### config.mk
export PLATFORM = sky130hd
export DESIGN_NAME = instruction_prefetch
export DESIGN_NICKNAME = d
export VERILOG_FILES = /design/src/rtl/instruction_prefetch_pkg.sv /design/src/rtl/instruction_prefetch_fetch_queue.sv /design/src/rtl/instruction_prefetch.sv
export SDC_FILE = /design/constraint.sdc
export NUM_CORES = 1
export LEC_CHECK = 0
export ABC_AREA = 1
export BUFFER_PORTS_ARGS = -buffer_cell sky130_fd_sc_hd__buf_4
export CORE_ASPECT_RATIO = 1.4
export CORE_MARGIN = 2
export CORE_UTILIZATION = 60
export CTS_BUF_LIST = sky130_fd_sc_hd__clkbuf_8
export CTS_CLUSTER_DIAMETER = 150
export DETAILED_ROUTE_END_ITERATION = 16
export GPL_TIMING_DRIVEN = 1
export MAX_ROUTING_LAYER = met4
export PLACE_DENSITY = 0.8
export SYNTH_ARGS = -nofsm -noshare
export SYNTH_HDL_FRONTEND = slang
export SYNTH_HIERARCHICAL = 1
export SYNTH_SLANG_ARGS = --single-unit
### constraint.sdc
create_clock -name clock -period 7.35 [get_ports clock]
set_input_delay 0.3675 -clock clock [delete_from_list [all_inputs] [get_ports clock]]
set_output_delay 0.3675 -clock clock [all_outputs]
set_load 0.05 [all_outputs]
### src/rtl/instruction_prefetch_pkg.sv
// Shared types and constants for the instruction prefetch unit.
package instruction_prefetch_pkg;

  // Fetch sequencer states.
  typedef enum logic [1:0] {
    ST_FETCH = 2'd0,  // no request outstanding
    ST_WAIT  = 2'd1,  // one request accepted, awaiting its response
    ST_DROP  = 2'd2   // outstanding response must be discarded
  } fetch_state_t;

  localparam int unsigned INST_WIDTH = 32;
  localparam int unsigned PC_INC     = 4;

  // Common 64-bit adder used for PC arithmetic.
  function automatic logic [63:0] add64(input logic [63:0] a, input logic [63:0] b);
    return a + b;
  endfunction

endpackage

### src/rtl/instruction_prefetch_fetch_queue.sv
// Small FIFO holding fetched {instruction, pc} entries; head is zeroed when empty.
module fetch_queue #(
  parameter int unsigned WIDTH = 96,
  parameter int unsigned DEPTH = 4,
  localparam int unsigned PTR_W = (DEPTH > 1) ? $clog2(DEPTH) : 1,
  localparam int unsigned CNT_W = PTR_W + 1
) (
  input  logic             clock,
  input  logic             reset,
  input  logic             push,
  input  logic [WIDTH-1:0] push_data,
  input  logic             pop,
  input  logic             flush,
  output logic [WIDTH-1:0] head_data,
  output logic             full,
  output logic             empty,
  output logic [CNT_W-1:0] count
);

  logic [WIDTH-1:0] mem [DEPTH];
  logic [PTR_W-1:0] rd_ptr;
  logic [PTR_W-1:0] wr_ptr;
  logic             do_push;
  logic             do_pop;

  assign empty   = (count == '0);
  assign full    = (count == CNT_W'(DEPTH));
  assign do_push = push && !flush;
  assign do_pop  = pop && !empty && !flush;

  // Pointer and occupancy bookkeeping; flush wins over push and pop.
  always_ff @(posedge clock or posedge reset) begin
    if (reset) begin
      rd_ptr <= '0;
      wr_ptr <= '0;
      count  <= '0;
    end else if (flush) begin
      rd_ptr <= '0;
      wr_ptr <= '0;
      count  <= '0;
    end else begin
      if (do_push) wr_ptr <= wr_ptr + 1'b1;
      if (do_pop)  rd_ptr <= rd_ptr + 1'b1;
      case ({do_push, do_pop})
        2'b10:   count <= count + 1'b1;
        2'b01:   count <= count - 1'b1;
        default: count <= count;
      endcase
    end
  end

  // Entry storage; contents are qualified by count, so no reset is needed.
  always_ff @(posedge clock) begin
    if (do_push) mem[wr_ptr] <= push_data;
  end

  // Head entry, forced to zero while the queue is empty.
  always_comb begin
    head_data = '0;
    if (!empty) head_data = mem[rd_ptr];
  end

endmodule

### src/rtl/instruction_prefetch.sv
// Instruction prefetch: single-outstanding fetch sequencer feeding a decode queue.
module instruction_prefetch
  import instruction_prefetch_pkg::*;
#(
  parameter int unsigned        ADDR_W   = 64,
  parameter int unsigned        INST_W   = INST_WIDTH,
  parameter int unsigned        DEPTH    = 4,
  parameter logic [ADDR_W-1:0]  RESET_PC = '0
) (
  input  logic              clock,
  input  logic              reset,
  input  logic              fetch_en,
  input  logic              redirect_valid,
  input  logic [ADDR_W-1:0] redirect_target,
  output logic              imem_req_valid,
  output logic [ADDR_W-1:0] imem_req_addr,
  input  logic              imem_req_ready,
  input  logic              imem_resp_valid,
  input  logic [INST_W-1:0] imem_resp_data,
  output logic              inst_valid,
  input  logic              inst_ready,
  output logic [INST_W-1:0] inst_out,
  output logic [ADDR_W-1:0] inst_pc,
  output logic [ADDR_W-1:0] inst_link
);

  localparam int unsigned ENTRY_W = INST_W + ADDR_W;
  localparam int unsigned CNT_W   = ((DEPTH > 1) ? $clog2(DEPTH) : 1) + 1;

  fetch_state_t      state;
  fetch_state_t      state_next;
  logic [ADDR_W-1:0] pc;
  logic [ADDR_W-1:0] pc_next;
  logic              pc_load;
  logic [ADDR_W-1:0] pc_inc;
  logic [ADDR_W-1:0] pending_pc;
  logic              pending_load;
  logic              req_valid;
  logic              q_push;
  logic              q_pop;
  logic              q_flush;
  logic              q_full;
  logic              q_empty;
  logic [CNT_W-1:0]  q_count;
  logic [ENTRY_W-1:0] q_head;

  assign pc_inc = ADDR_W'(add64(64'(pc), 64'(PC_INC)));

  // Fetch sequencer state register.
  always_ff @(posedge clock or posedge reset) begin
    if (reset) state <= ST_FETCH;
    else       state <= state_next;
  end

  // PC register, loaded on accepted request or redirect.
  always_ff @(posedge clock or posedge reset) begin
    if (reset)        pc <= RESET_PC;
    else if (pc_load) pc <= pc_next;
  end

  // Address of the single outstanding request.
  always_ff @(posedge clock or posedge reset) begin
    if (reset)             pending_pc <= '0;
    else if (pending_load) pending_pc <= pc;
  end

  // Next-state, request and queue control; redirect overrides everything.
  always_comb begin
    state_next   = state;
    req_valid    = 1'b0;
    q_push       = 1'b0;
    q_flush      = 1'b0;
    pc_load      = 1'b0;
    pc_next      = pc;
    pending_load = 1'b0;
    if (redirect_valid) begin
      q_flush = 1'b1;
      pc_load = 1'b1;
      pc_next = redirect_target & ~ADDR_W'(3);
      case (state)
        ST_WAIT, ST_DROP: state_next = imem_resp_valid ? ST_FETCH : ST_DROP;
        default:          state_next = ST_FETCH;
      endcase
    end else begin
      case (state)
        ST_FETCH: begin
          req_valid = fetch_en && !q_full;
          if (req_valid && imem_req_ready) begin
            pending_load = 1'b1;
            pc_load      = 1'b1;
            pc_next      = pc_inc;
            state_next   = ST_WAIT;
          end
        end
        ST_WAIT: begin
          if (imem_resp_valid) begin
            q_push     = 1'b1;
            state_next = ST_FETCH;
          end
        end
        ST_DROP: begin
          if (imem_resp_valid) state_next = ST_FETCH;
        end
        default: state_next = ST_FETCH;
      endcase
    end
  end

  assign imem_req_valid = req_valid && !reset;
  assign imem_req_addr  = pc;
  assign q_pop          = inst_valid && inst_ready;

  fetch_queue #(
    .WIDTH (ENTRY_W),
    .DEPTH (DEPTH)
  ) u_queue (
    .clock     (clock),
    .reset     (reset),
    .push      (q_push),
    .push_data ({imem_resp_data, pending_pc}),
    .pop       (q_pop),
    .flush     (q_flush),
    .head_data (q_head),
    .full      (q_full),
    .empty     (q_empty),
    .count     (q_count)
  );

  assign inst_valid = !q_empty;
  assign inst_out   = q_head[ENTRY_W-1:ADDR_W];
  assign inst_pc    = q_head[ADDR_W-1:0];
  assign inst_link  = ADDR_W'(add64(64'(inst_pc), 64'(PC_INC)));

  // A response must never arrive for a push into a full queue.
  a_no_push_full: assert property (@(posedge clock) disable iff (reset)
    !(state == ST_WAIT && imem_resp_valid && !redirect_valid && q_full));

endmodule

==> impl_metrics.py, run 1 <==
metrics = {
    "route": {
        "first_iter_violations": 2303,
        "dr.pass1.iters": 6,
        "wire_per_inst_um": 21.6,
        "num_vias": 20500,
        "antenna_left": 0,
        "drc": 0,
        "via_per_inst": 5.77,
        "wl_um": 76700,
    },
    "sta": {
        "period_needed_ns": 5.58,
        "worst_slew_pin_slew_ns": 1.08,
        "setup-tns-final_ns": 0,
        "max_freq_mhz": 179,
        "finalSetupViolations": 0,
        "rsz0062_at_grt": "no",
        "hold_violations": 0,
        "fin_crit_sh_pct": 75.9,
        "relSlewSlack_pct": 28.0,
        "fin_skew_ns": 0.0274,
        "final_max_slew_viol_count": 0,
        "holdWs_ns": 0.0416,
    },
    "final_layout": {
        "antenna_cells": 0,
        "area_growth_syn_to_layout_pct": 19.9,
        "final_cell_mix": "nor2_1, nand2_1, edfxtp_1, buf_4, inv_1",
        "final_nets": 3075,
        "final_common_cell": "nor2_1",
        "layout-drive-gt1-share_pct": 16.9,
    },
    "placement": {
        "port_buffers": 324,
        "place_hpwl_um": 53400,
        "place_congestion": 0.994,
    },
    "worst_hold_path": {
        "hp-class": "in2reg",
        "hold_start": "redirect_target[56]",
    },
    "setup_path": {
        "crit_fanout": 56,
        "crit_path_end_kind": "primary output",
        "cp.arrival_ns": 5.21,
        "crit_type": "reg2out",
        "worst_setup_path_start_kind": "flip-flop",
        "r2r_start": "state[1]$_DFFE_PP0P_",
        "required_ns": 6.98,
        "worstSetupStartpoint": "u_queue/rd_ptr[1]$_DFFE_PP0P_",
    },
    "global_route": {
        "grt_overflow_total": 0,
        "grt_pass1_wl_um": 115000,
        "grt_usage_pct": 36.9,
        "grt_max_degree": 104,
        "grt_pass1_vias": 20300,
        "antenna_found_initial": 0,
    },
    "clocking": {
        "cts_root_buffer": "clkbuf_8",
        "clkLatencyLatePin_ns": 0.63,
        "cts_resized": 0,
        "clk_pin_slew_ns": 0.07,
        "cts_setup_buffers": 0,
        "htreeDepth": 3,
        "numCtsBuffers": 74,
        "clockBufferDepth": 3,
        "cts_hold_buf": 64,
        "cts.sinks": 517,
        "tritoncts": "built",
    },
    "floorplan": {
        "std_cell_rows": 87,
        "io_pins": 329,
        "die_w_um": 175,
        "die_h_um": 243,
        "dieArea_um2": 42400,
        "start_util_pct": 60.6,
        "core_area_um2": 40300,
    },
    "yosys": {
        "yosys.area.top_type": "edfxtp_1",
        "ys_seq_elements": 517,
        "synthTopCellsByArea": "edfxtp_1, dfrtp_1, nor2_1, nand2_1, o21ai_0",
        "synth_cell_types": 49,
        "synth_flop_cell": "edfxtp_1",
        "synth_edf_count": 384,
        "syn_avg_cell_area_um2": 9.46,
        "synthCells": 2582,
        "synth_top_area_share_pct": 47.2,
        "synth-warning-count": 6,
        "ys_seq_area_share_pct": 60.8,
        "syn_area_um2": 24400,
        "ys_async_sr_fraction_pct": 25.7,
    },
    "power": {
        "p_leak_nw": 11.6,
        "ir_drop_mv": 0.285,
        "p_per_area_nw_per_um2": 378,
    },
    "status": {
        "status": "finished clean",
    },
    "job": {
        "maxCapViolations": 0,
    },
}
-- through the flow --
step,setup WS [ns],cell area [µm²],cells,utilization [%],power [mW]
final,1.77,29300,3558,72.7,11.1
after global routing,1.56,29300,3558,72.7,11.5
after CTS,1.85,29300,3558,72.7,11.0
after detailed placement,2.60,27200,3357,67.4,8.77
after global placement,2.65,27200,3357,67.4,8.67
after floorplan,1.70,24500,2591,-,7.14
-- sequential cells by signal, indices dropped and copies added, names as in the netlist --
register and count:
imem_req_addr 62, pending_pc 62, state 2, u_queue/count 3, u_queue/mem 384, u_queue/rd_ptr 2, u_queue/wr_ptr 2
-- worst max-delay path, cell delays in order, from the launching register on --
cell and delay [ns]:
dfrtp_4 0.81, inv_2 0.58, buf_4 0.56, nor2_1 0.22
o21ai_1 0.10, a21oi_1 0.58, nand2_1 0.16, nor2_1 0.18
nand2_1 0.14, nor3_1 0.55, nand3_1 0.21, xnor2_1 0.18
buf_4 0.23
-- synth_stat cells (2+ instances only) --
library cell,n
o21ai_0,137
ha_1,8
nor3_1,40
nand2_1,456
clkbuf_1,33
clkbuf_2,18
o21ai_1,129
nor3_2,5
nand4_1,40
nand3_1,95
nor2_4,11
a22o_1,6
buf_2,27
nand3_2,2
xnor2_1,21
clkinv_1,2
o21bai_1,6
inv_2,9
a31oi_1,2
o221ai_1,2
buf_6,4
a21oi_1,103
nor2_2,14
edfxtp_1,384
buf_1,5
nor4_1,2
nor2_1,613
nand2_4,3
nand2_2,11
buf_4,25
nand3b_1,9
xor2_1,56
o211ai_1,9
dfrtp_1,133
o2111ai_1,5
and2_1,3
inv_1,142
-- kinds of logic after synthesis --
kind of cell             count (synthesis)  share of synthesized area [%]
AO/OA/AOI/OAI                          402                           8.63
XOR/XNOR                                77                           2.76
adder cells (fa/ha/maj)                  9                          0.492
buffers and inverters                  265                           4.81
flip-flops                             517                           60.8
other                                    1                         0.0154
AND/OR/NAND/NOR                       1311                           22.5
-- power breakdown --
group / switching (mW) / leakage (nW) / internal (mW)
sequential: 0.416 / 5.12 / 3.56
clock: 1.10 / 0.809 / 1.15
combinational: 3.65 / 5.69 / 1.19
total: 5.16 / 11.6 / 5.90
-- final timing paths --
| check | to | slack (ns) | depth (start not counted) |
|---|---|---|---|
| min in group asynchronous | u_queue/wr_ptr[1]$_DFFE_PP0P_ | 0.27 | 3 |
| setup / recovery | inst_link[54] | 1.77 | 12 |
| max in group asynchronous | imem_req_addr[62]$_DFFE_PP0P_ | 5.54 | 4 |
| setup reg to reg | u_queue/mem[1][41]$_DFFE_PP_ | 4.29 | 8 |
| hold / removal | imem_req_addr[56]$_DFFE_PP0P_ | 0.04 | 5 |
| hold reg to reg | u_queue/mem[2][41]$_DFFE_PP_ | 0.51 | 0 |
-- layout make-up --
class,count,area (µm²)
Clock buffer,79,1090
Clock inverter,58,382
Fill cell,2909,11000
Inverter,153,581
Multi-Input combinational cell,1809,8460
Sequential cell,517,14900
Tap cell,534,668
Timing Repair Buffer,408,3240
-- layer usage --
metal,up-vias,track usage (%),wire (µm)
li1,9442,-,-
met1,9717,43.6,27700
met2,1155,61.4,38100
met3,210,5.75,6530
met4,0,19.2,4370
met5,-,-,0
Power figures use the tool's default switching activity.
==> run 2: changes to the inputs <==
--- a/config.mk
+++ b/config.mk
@@ -9,13 +9,13 @@
 export BUFFER_PORTS_ARGS = -buffer_cell sky130_fd_sc_hd__buf_4
 export CORE_ASPECT_RATIO = 1.4
 export CORE_MARGIN = 2
-export CORE_UTILIZATION = 60
+export CORE_UTILIZATION = 54
 export CTS_BUF_LIST = sky130_fd_sc_hd__clkbuf_8
 export CTS_CLUSTER_DIAMETER = 150
 export DETAILED_ROUTE_END_ITERATION = 16
 export GPL_TIMING_DRIVEN = 1
 export MAX_ROUTING_LAYER = met4
-export PLACE_DENSITY = 0.8
+export PLACE_DENSITY = 0.75
 export SYNTH_ARGS = -nofsm -noshare
 export SYNTH_HDL_FRONTEND = slang
 export SYNTH_HIERARCHICAL = 1
==> constraint.sdc (replaced) <==
create_clock -name clock -period 4.6 [get_ports clock]
set_input_delay 0.23 -clock clock [delete_from_list [all_inputs] [get_ports clock]]
set_output_delay 0.23 -clock clock [all_outputs]
set_load 0.05 [all_outputs]
==> run 2 against run 1 <==
  * Flip-flop and latch count is the same
  * Routed wire length is 1.8% higher
  * Register-to-register slack worse by 2.6 ns
  * Non-clock buffer count rose by 92
  * Clock skew down 0.0055 ns
  * Core utilization shrank 5.4 points
  * Via count rose by 1.2%
  * Die area increased by 11%
  * Global-route usage is 3.2 points lower
  * First-iteration DRC count fell by 17%
==> impl_metrics.py, run 2 (synthesis results as in run 1) <==
metrics = {
    "global_route": {
        "grt_max_degree": 97,
        "grt_pass1_wl_um": 116000,
        "grt_pass1_vias": 20300,
        "grt_overflow_total": 0,
        "grt_usage_pct": 33.7,
        "antenna_found_initial": 2,
    },
    "placement": {
        "port_buffers": 324,
        "place_congestion": 0.988,
        "place_hpwl_um": 54600,
    },
    "final_layout": {
        "layout-drive-gt1-share_pct": 18.4,
        "area_growth_syn_to_layout_pct": 23.7,
        "nFillCells": 3538,
        "final_common_cell": "nor2_1",
        "final_cell_mix": "nor2_1, nand2_1, buf_4, edfxtp_1, inv_1",
        "top_register": "u_queue/mem",
        "final_nets": 3168,
        "largest_reg_flops": 384,
    },
    "power": {
        "power_frac_seq_pct": 35.0,
        "switching_share_pct": 46.2,
        "power_mw": 18.1,
        "p_per_area_nw_per_um2": 598,
        "ir_drop_mv": 0.413,
        "pwr-share-comb_pct": 45.0,
        "power_frac_clock_pct": 19.9,
        "p_leak_nw": 12.1,
        "power.switching_mw": 8.35,
        "p_int_mw": 9.71,
    },
    "route": {
        "drc": 0,
        "dr.pass1.iters": 5,
        "wl_um": 78100,
        "antenna_left": 0,
        "first_iter_violations": 1900,
        "wire_per_inst_um": 21.2,
        "num_vias": 20800,
        "via_per_inst": 5.64,
    },
    "sta": {
        "worst_slew_pin_slew_ns": 0.973,
        "period_needed_ns": 4.48,
        "rsz0062_at_grt": "no",
        "hold_violations": 0,
        "max_freq_mhz": 223,
        "relSlewSlack_pct": 35.0,
        "holdWs_ns": 0.115,
        "final_max_slew_viol_count": 0,
        "finalSetupViolations": 0,
        "fin_skew_ns": 0.0219,
        "fin_crit_sh_pct": 97.3,
    },
    "floorplan": {
        "die_w_um": 184,
        "std_cell_rows": 92,
        "start_util_pct": 54.4,
        "core_area_um2": 44900,
        "dieArea_um2": 47000,
        "io_pins": 329,
        "die_h_um": 256,
    },
    "clocking": {
        "cts_root_buffer": "clkbuf_8",
        "clkLatencyLatePin_ns": 0.64,
        "htreeDepth": 3,
        "tritoncts": "built",
        "cts.sinks": 517,
        "clk_pin_slew_ns": 0.06,
        "clockBufferDepth": 3,
        "numCtsBuffers": 75,
        "cts_setup_buffers": 0,
    },
    "status": {
        "status": "finished clean",
    },
    "setup_path": {
        "crit_path_end_kind": "primary output",
        "cp.arrival_ns": 4.25,
        "crit_type": "reg2out",
        "required_ns": 4.37,
        "ff2ff_setup_slack_ns": 1.67,
        "worst_setup_path_start_kind": "flip-flop",
        "crit_fanout": 31,
    },
    "worst_hold_path": {
        "hp-class": "in2reg",
    },
    "job": {
        "maxCapViolations": 0,
    },
}
==> run 2: metrics by stage <==
step                      setup TNS, ns  instances  utilization [%]  setup slack, ns  cell area, µm²
after CTS                             0       3681             67.3            0.103           30200
after floorplan                 -351.52       2591                -           -0.915           24500
after global routing                  0       3683             67.3           0.0103           30200
after detailed placement              0       3447             61.9            0.779           27800
final                                 0       3683             67.3            0.125           30200
after global placement                0       3447             61.9            0.789           27800
==> run 2: metal layers <==
layer | global-route usage, % | share of wire [%] | vias to the layer above
met3 | 5.31 | 7.6 | 213
met2 | 55.9 | 49 | 1016
met5 | - | 0 | -
met4 | 18.0 | 5.7 | 0
met1 | 39.4 | 38 | 9918
li1 | - | - | 9621
==> run 2: repair_timing <==
action	4_1_cts	5_1_grt
hold buffers	96	0
hold endpoints to repair	245	0
resized for setup	0	2
endpoints found under the setup margin	0	9
==> run 2: path summary, 6_finish.rpt <==
check / start / end / cells after the start
min: imem_req_ready / imem_req_addr[5]$_DFFE_PP0P_ / 6
max reg2reg: u_queue/count[0]$_DFFE_PP0P_ / u_queue/count[2]$_DFFE_PP0P_ / 14
min reg2reg: pending_pc[19]$_DFFE_PP0P_ / u_queue/mem[2][19]$_DFFE_PP_ / 0
max: u_queue/rd_ptr[1]$_DFFE_PP0P_ / inst_link[61] / 13
max in group asynchronous: reset / imem_req_addr[59]$_DFFE_PP0P_ / 4
min in group asynchronous: reset / u_queue/wr_ptr[1]$_DFFE_PP0P_ / 3
==> run 2: area by class of cell <==
class	instances	area, µm²	share of cell area (%)
sequential	517	14900	49.2
tap	564	706	2.34
clock inverter	56	335	1.11
timing repair buffer	500	4130	13.7
multi-input combinational	1809	8460	28.0
inverter	153	583	1.93
antenna	2	5.00	0.0166
clock buffer	82	1130	3.73
==> run 2: worst max-delay path: stages (launching register included) <==
cell and delay (ns):
dfrtp_4 0.63, inv_2 0.35, buf_12 0.29, nor2_1 0.11
o21ai_0 0.10, a21oi_1 0.59, inv_1 0.15, nor3_1 0.37
nand2_1 0.17, nor2_1 0.16, nand2_1 0.07, nor2_1 0.18
xor2_1 0.19, buf_4 0.23
==> run 2: power groups by stage <==
stage | combinational, mW | sequential [mW] | clock, mW
6_report | 8.14 | 6.33 | 3.60
4_1_cts | 8.08 | 6.30 | 3.65
3_5_place_dp | 8.00 | 6.39 | 0
3_3_place_gp | 7.90 | 6.33 | 0
5_1_grt | 8.52 | 6.39 | 3.83
2_1_floorplan | 5.00 | 6.41 | 0
